[src/rtl/ncpu32k_itlb_maint.sv]
// ITLB maintenance: arbitrates TLBL/TLBH write ports between MSR writes
// and a whole-TLB invalidate sweep; parks one MSR TLBL write across a sweep.
//
// Ports:
//   flush_valid/flush_ready : flush request handshake
//   flush_done              : one-cycle pulse on the last sweep write
//   busy                    : fetch must not read the TLB
//   wr_stall                : MSR TLBL writer must hold its write
//   msr_imm_tlbl_*/tlbh_*   : MSR write requests
//   tlbl_*/tlbh_*           : TLB array write ports

`ifndef NCPU_TLB_AW
`define NCPU_TLB_AW 7
`endif
`ifndef NCPU_DW
`define NCPU_DW 32
`endif

module ncpu32k_itlb_maint #(
  parameter int CONFIG_ITLB_NSETS_LOG2 = 7
) (
  input  logic                    clk,
  input  logic                    rst_n,
  input  logic                    flush_valid,
  output logic                    flush_ready,
  output logic                    flush_done,
  output logic                    busy,
  output logic                    wr_stall,
  input  logic [`NCPU_TLB_AW-1:0] msr_imm_tlbl_idx,
  input  logic [`NCPU_DW-1:0]     msr_imm_tlbl_nxt,
  input  logic                    msr_imm_tlbl_we,
  input  logic [`NCPU_TLB_AW-1:0] msr_imm_tlbh_idx,
  input  logic [`NCPU_DW-1:0]     msr_imm_tlbh_nxt,
  input  logic                    msr_imm_tlbh_we,
  output logic [`NCPU_TLB_AW-1:0] tlbl_waddr,
  output logic [`NCPU_DW-1:0]     tlbl_din,
  output logic                    tlbl_we,
  output logic [`NCPU_TLB_AW-1:0] tlbh_waddr,
  output logic [`NCPU_DW-1:0]     tlbh_din,
  output logic                    tlbh_we
);

  localparam int AW = `NCPU_TLB_AW;
  localparam int DW = `NCPU_DW;
  localparam int NL = CONFIG_ITLB_NSETS_LOG2;

  typedef enum logic [1:0] {
    S_IDLE,
    S_SWEEP,
    S_DRAIN
  } state_t;

  state_t          state;
  state_t          state_nxt;
  logic [NL-1:0]   cnt;
  logic            buf_v;
  logic [AW-1:0]   buf_idx;
  logic [DW-1:0]   buf_dat;
  logic            capture;
  logic            last;

  // A held strobe is not captured twice: buf_v blocks it.
  assign capture = (state == S_SWEEP) & msr_imm_tlbl_we & ~buf_v;
  assign last    = (state == S_SWEEP) & (cnt == {NL{1'b1}});

  always_ff @(posedge clk or negedge rst_n) begin
    if (!rst_n) begin
      state <= S_IDLE;
    end else begin
      state <= state_nxt;
    end
  end

  always_ff @(posedge clk or negedge rst_n) begin
    if (!rst_n) begin
      cnt <= '0;
    end else if (state == S_SWEEP) begin
      cnt <= cnt + 1'b1;
    end else begin
      cnt <= '0;
    end
  end

  always_ff @(posedge clk or negedge rst_n) begin
    if (!rst_n) begin
      buf_v   <= 1'b0;
      buf_idx <= '0;
      buf_dat <= '0;
    end else if (capture) begin
      buf_v   <= 1'b1;
      buf_idx <= msr_imm_tlbl_idx;
      buf_dat <= msr_imm_tlbl_nxt;
    end else if (state == S_DRAIN) begin
      buf_v   <= 1'b0;
    end
  end

  always_comb begin
    state_nxt   = state;
    flush_ready = 1'b0;
    flush_done  = 1'b0;
    tlbl_we     = msr_imm_tlbl_we;
    tlbl_waddr  = msr_imm_tlbl_idx;
    tlbl_din    = msr_imm_tlbl_nxt;
    unique case (state)
      S_IDLE: begin
        flush_ready = 1'b1;
        if (flush_valid) begin
          state_nxt = S_SWEEP;
        end
      end
      S_SWEEP: begin
        tlbl_we    = 1'b1;
        tlbl_waddr = AW'(cnt);
        tlbl_din   = '0;
        if (last) begin
          flush_done = 1'b1;
          // A write captured on the final sweep cycle must still drain.
          state_nxt  = (buf_v | capture) ? S_DRAIN : S_IDLE;
        end
      end
      S_DRAIN: begin
        tlbl_we    = 1'b1;
        tlbl_waddr = buf_idx;
        tlbl_din   = buf_dat;
        state_nxt  = S_IDLE;
      end
      default: begin
        state_nxt = S_IDLE;
      end
    endcase
  end

  assign busy     = (state != S_IDLE);
  assign wr_stall = buf_v;

  assign tlbh_we    = msr_imm_tlbh_we;
  assign tlbh_waddr = msr_imm_tlbh_idx;
  assign tlbh_din   = msr_imm_tlbh_nxt;

endmodule

[config.mk]
export PLATFORM = sky130hd
export DESIGN_NAME = ncpu32k_itlb_maint
export DESIGN_NICKNAME = d
export VERILOG_FILES = /design/src/rtl/ncpu32k_itlb_maint.sv
export SDC_FILE = /design/constraint.sdc
export NUM_CORES = 1
export LEC_CHECK = 0
export ABC_AREA = 1
export BUFFER_PORTS_ARGS = -buffer_cell sky130_fd_sc_hd__buf_2
export CAP_MARGIN = 0
export CORE_MARGIN = 3
export CORE_UTILIZATION = 37
export CTS_BUF_LIST = sky130_fd_sc_hd__clkbuf_4
export DETAILED_ROUTE_END_ITERATION = 10
export PLACE_DENSITY = 0.76
export REMOVE_ABC_BUFFERS = 1
export SLEW_MARGIN = 20
export SYNTH_ARGS = -nofsm -noshare
export SYNTH_HDL_FRONTEND = slang
export SYNTH_SLANG_ARGS = --single-unit
export TNS_END_PERCENT = 50
[constraint.sdc]
create_clock -name clk -period 1.55 [get_ports clk]
set_input_delay 0.31 -clock clk [delete_from_list [all_inputs] [get_ports clk]]
set_output_delay 0.31 -clock clk [all_outputs]
set_load 0.01 [all_outputs]
==> impl_metrics.yaml, run 1 <==
outcome:
  outcome: "finished, violations left"
  violations: "negative setup slack"
floorplanning:
  die-area_um2: 8749
  design.core.area_um2: 7331
  pin_count: 167
  row_count: 31
  die_x_um: 93.54
  start_util_pct: 38.68
  fp.dieH_um: 93.54
timing:
  fin_crit_sh_pct: 132.9
  setup_viol: 41
  period_minus_slack_ns: 2.059
  timing.fmax_ghz: 0.4856
  max_slew_margin_pct: 81.84
  hold_viol: 0
  slew_viol_final: 0
  worst_slack_ns: -0.5094
  rsz0062_at_grt: "true"
  worst_clock_skew_ns: 0.01099
  worst_pin_slew_ns: 0.2724
clocking:
  path_clk_slew_ns: 0.14
  clock-sinks: 49
  ctsLongestPathBuffers: 2
  clock-root-buffer: "clkbuf_4"
  cts_tree: "done"
  cts_inserted_buffers: 5
  htreeDepth: 2
  clock_latency_ns: 0.36
power:
  switching_share_pct: 41.53
  switching_power_mw: 3.154
  pwr-share-seq_pct: 27.6
  clock_power_share_pct: 7.4
  share_comb_of_total_power_pct: 65.0
  power_leakage_nw: 1.930
  irDropWorstVdd_v: 0.0008924
  p_total_mw: 7.596
  intPower_mw: 4.441
  p_per_area_nw_per_um2: 1960
route:
  drtIter0Drc: 108
  vias_per_cell: 5.009
  drc: 0
  wl_per_cell_um: 17.22
  dr.pass1.iters: 4
  routed_wl_um: 9248
  ant_nets: 0
  vias: 2690
place:
  dpl.cell_count: 507
  routabilityCongestion: 0.8548
  io_buffers: 86
  hpwl_um: 5813
  place_ws_ns: -0.1567
layout:
  fillers: 696
  final_cell_mix: "buf_2, nand2_1, dfrtp_1, inv_1, o21ai_1"
  num-nets-final: 525
  drive_gt1_share_pct: 40.87
  final_common_cell: "buf_2"
  fin_cells: 537
  antenna_cells: 0
  areaGrowthSynthToFinish_pct: 36.67
worst_hold_path:
  worstHoldPathType: "in -> reg"
worst_setup_path:
  worstPathArrival_ns: 1.75
  critPathMaxFanout: 6
  critical_path_class: "reg -> out"
  crit_path_end_kind: "output port"
  critPathLaunchType: "flip-flop"
  cp.required_ns: 1.24
grt:
  gr-total-overflow: 0
  antenna_found_initial: 0
  grt_pass1_vias: 2375
  grt_max_degree: 50
  grt_pass1_wl_um: 12250
  gr-usage-all-layers_pct: 18.36
synth:
  ys_seq_area_share_pct: 43.25
  synth_warnings: 0
  synth_cell_types: 21
  syn_area_um2: 2835
  postSynthAreaPerCell_um2: 7.725
  ys_ff_latch: 49
  syn_inst: 367
run:
  cap_violations: 0
kinds of logic after synthesis:
family                     share of synthesized area, %
buffers and inverters                             20.96
AOI/OAI and AO/OA                                 15.45
DFF                                               43.25
xor gates and xnor gates                         0.3090
adders and majority gates                         1.765
and+or+nand+nor                                   18.27
flip-flops by register name (all words and copies together) (netlist names):
signal / cells
buf_dat: 32
buf_idx: 7
cnt: 7
state: 2
wr_stall: 1
cell usage after synthesis:
cell | instances | share of area, %
nand3_2 | 1 | 0.35
o21ai_0 | 69 | 12
clkbuf_1 | 9 | 1.2
o211ai_1 | 3 | 0.79
buf_2 | 10 | 1.8
buf_6 | 2 | 0.79
or2_2 | 2 | 0.44
xor2_1 | 1 | 0.31
dfrtp_1 | 49 | 43
nand2_1 | 58 | 7.7
nand3_1 | 43 | 7.6
nand2_2 | 2 | 0.44
nor3_1 | 1 | 0.18
ha_1 | 4 | 1.8
inv_1 | 47 | 6.2
a21oi_1 | 3 | 0.53
nor2_4 | 1 | 0.40
o21ai_1 | 11 | 1.9
inv_2 | 1 | 0.13
nor2_1 | 9 | 1.2
buf_4 | 41 | 11
stage by stage:
step                      TNS (ns)  instance area (µm²)  util (%)  hold WS (ns)
after floorplan             -51.95                 2421         -       0.01441
after global placement      -2.749                 3181     43.39        0.3211
after detailed placement    -4.191                 3181     43.39        0.3247
after CTS                   -17.83                 3353     45.74        0.1715
after global routing        -21.67                 3875     52.86        0.1851
final                       -17.89                 3875     52.86        0.1997
timing repair:
action                                 CTS  global route
pin swaps                                2            12
endpoints found under the hold margin   49             0
resized for setup                       28            76
gates cloned                             1            13
buffers inserted                         0             8
hold buffers                             1             0
setup endpoints to repair               60            60
per-layer routing:
| metal | share of wire [%] | global-route usage [%] |
|---|---|---|
| met4 | 0.39 | 2.888 |
| met3 | 13 | 13.35 |
| met5 | 0.34 | 5.128 |
| met2 | 43 | 24.96 |
| met1 | 43 | 23.49 |
critical path, cell delays in order, from the launching register on:
cell and delay (ns):
dfrtp_1 0.39, inv_2 0.06, ha_4 0.30, buf_8 0.15, clkbuf_16 0.16, nand3_1 0.07, o21ai_1 0.11, buf_2 0.16
worst paths after layout:
check	startpoint	endpoint	slack, ns	depth (start not counted)
max	state[0]	tlbl_din[25]	-0.51	7
max in group asynchronous	rst_n	buf_dat[2]	0.85	3
max reg2reg	state[1]	buf_idx[5]	0.12	7
min in group asynchronous	rst_n	cnt[6]	0.45	3
min	msr_imm_tlbl_nxt[3]	buf_dat[3]	0.20	3
min reg2reg	buf_dat[28]	buf_dat[28]	0.50	2
power groups by stage:
stage               registers [mW]  logic [mW]  clock network, mW
floorplan                     2.02        1.57                  0
global placement              2.05        2.89                  0
detailed placement            2.07        2.96                  0
CTS                           2.05        3.21              0.598
global route                  2.16        5.32              0.639
finish                        2.10        4.93              0.565
layout make-up:
class,count,area (µm²),share of cell area [%]
flip-flops and latches,49,1226,31.64
multi-input cells,208,1220,31.48
repair buffers,126,1076,27.77
inverters,48,180.2,4.650
well taps,99,123.9,3.197
clock buffers,6,45.04,1.162
clock inverters,1,3.754,0.09687
(Power assumes the default switching activity.)
==> inputs of run 2 (changes only) <==
clock period = 2.14 ns   (was 1.55 ns; I/O delays follow)
==> run 2 against run 1 <==
  * Register-to-register slack improved by 0.48 ns
  * First-iteration DRC count unchanged
  * Global-route usage rose by 0.66 points
  * Cell area is 13% lower
  * Die area unchanged
  * Largest power group unchanged
  * Wire length decreased by 11%
  * The run still ends with negative setup slack left
  * Via count decreased by 6.3%
  * Clock power down 21%
==> impl_metrics.yaml, run 2 (synthesized netlist as in run 1, its figures left out) <==
layout:
  fin_cells: 514
  top_regs: "buf_dat x32, buf_idx x7, cnt x7"
  antenna_cells: 0
  drive_gt1_share_pct: 31.08
  largest-register: "buf_dat"
  num-nets-final: 501
  fillers: 751
  stdcell_area_um2: 3371
  fin_util_pct: 45.98
  areaGrowthSynthToFinish_pct: 18.89
  final_cell_mix: "buf_2, nand2_1, dfrtp_1, inv_1, o21ai_1"
  largest_reg_flops: 32
  final_common_cell: "buf_2"
floorplanning:
  pin_count: 167
  die_x_um: 93.54
  start_util_pct: 38.68
  fp.dieH_um: 93.54
  die-area_um2: 8749
  design.core.area_um2: 7331
  row_count: 31
worst_setup_path:
  crit_slowest_cell: "dfrtp_1"
  max_stage_delay_ns: 0.43
  path_buf_inv: 4
  reg2regPathDepth: 6
  worstPathArrival_ns: 1.74
  cp_common_cell: "buf_4"
  crit_path_end_kind: "output port"
  cp.depth: 7
  critPathLaunchType: "flip-flop"
  cp.required_ns: 1.71
  path_cells: "buf_4, ha_4, buf_12, buf_4, nand3_1, o21ai_0, buf_2"
  critPathMaxFanout: 7
  crit_family: "buffers and inverters"
  critical_path_class: "reg -> out"
clocking:
  htreeDepth: 2
  cts_tree: "done"
  clock-root-buffer: "clkbuf_4"
  cts_inserted_buffers: 5
  ctsLongestPathBuffers: 2
  path_clk_slew_ns: 0.14
  postCtsHoldBufs: 0
  clock_latency_ns: 0.36
  clock-sinks: 49
power:
  power_leakage_nw: 1.733
  p_per_area_nw_per_um2: 1322
  irDropWorstVdd_v: 0.0005278
  p_total_mw: 4.456
timing:
  hold_viol: 0
  fin_crit_sh_pct: 101.4
  fin_hold_ws_ns: 0.05632
  worst_pin_slew_ns: 0.6272
  slew_viol_final: 0
  rsz0062_at_grt: "true"
  worst_clock_skew_ns: 0.01134
  max_slew_margin_pct: 58.19
  worst_slack_ns: -0.02944
  setup_viol: 3
  timing.fmax_ghz: 0.4609
  fin_setup_tns_ns: -0.05335
  period_minus_slack_ns: 2.169
route:
  wl_per_cell_um: 15.99
  vias_per_cell: 4.903
  dr.pass1.iters: 4
  drtIter0Drc: 108
  ant_nets: 0
  vias: 2520
  routed_wl_um: 8219
  drc: 0
grt:
  grt_pass1_wl_um: 12610
  grt_pass1_vias: 2364
  grt_max_degree: 80
  gr-total-overflow: 0
  antenna_found_initial: 0
  gr-usage-all-layers_pct: 19.02
place:
  place_ws_ns: 0.3001
  routabilityCongestion: 0.8440
  hpwl_um: 5533
  io_buffers: 86
  placed_area_um2: 3085
  dpl.cell_count: 496
outcome:
  violations: "negative setup slack"
  outcome: "finished, violations left"
run:
  cap_violations: 0
worst_hold_path:
  worstHoldPathType: "in -> async"
-- run 2: cell count changes in the layout (fill, tap and decap cells not counted), moves of 4 or more --
cell,previous run,this run
clkbuf_16,9,1
buf_6,8,2
nand3_1,24,39
o21ai_0,32,38
buf_8,4,0
o21ai_2,12,2
nand3_2,18,5
buf_4,11,5
o21ai_1,36,40
-- run 2: final cells by class --
type	count	area (µm²)	share of cell area, %
sequential	49	1226	36.38
multi-input combinational	208	1075	31.89
timing repair buffer	102	705.7	20.94
inverter	48	180.2	5.345
tap	99	123.9	3.675
clock buffer	8	60.06	1.782
-- run 2: worst paths after layout --
| kind | from | endpoint | slack (ns) |
|---|---|---|---|
| max | state[1] | tlbl_din[10] | -0.03 |
| min | rst_n | buf_idx[5] | 0.06 |
| max reg2reg | state[0] | buf_dat[5] | 0.60 |
| min reg2reg | buf_dat[28] | buf_dat[28] | 0.50 |
| max in group asynchronous | rst_n | buf_dat[21] | 1.52 |
| min in group clk | msr_imm_tlbl_nxt[10] | buf_dat[10] | 0.31 |
-- run 2: per-layer routing --
metal / vias up / GRT usage (%) / part of all wire [%]
met4: 2 / 3.610 / 0.77
met1: 1136 / 25.11 / 43
met2: 135 / 25.13 / 41
li1: 1238 / - / -
met3: 9 / 13.19 / 15
met5: - / 5.128 / 0.38
-- run 2: power breakdown --
group          internal (mW)  leakage, nW  switching (mW)
logic                   1.12         1.07            1.39
clock network          0.170       0.0368           0.280
registers               1.29        0.627           0.203
total                   2.58         1.73            1.87
-- run 2: timing repair --
action,CTS,global route
gates cloned,3,1
setup buffers,3,4
pin swaps,1,2
gates resized for setup,15,35
setup endpoints to repair,40,39
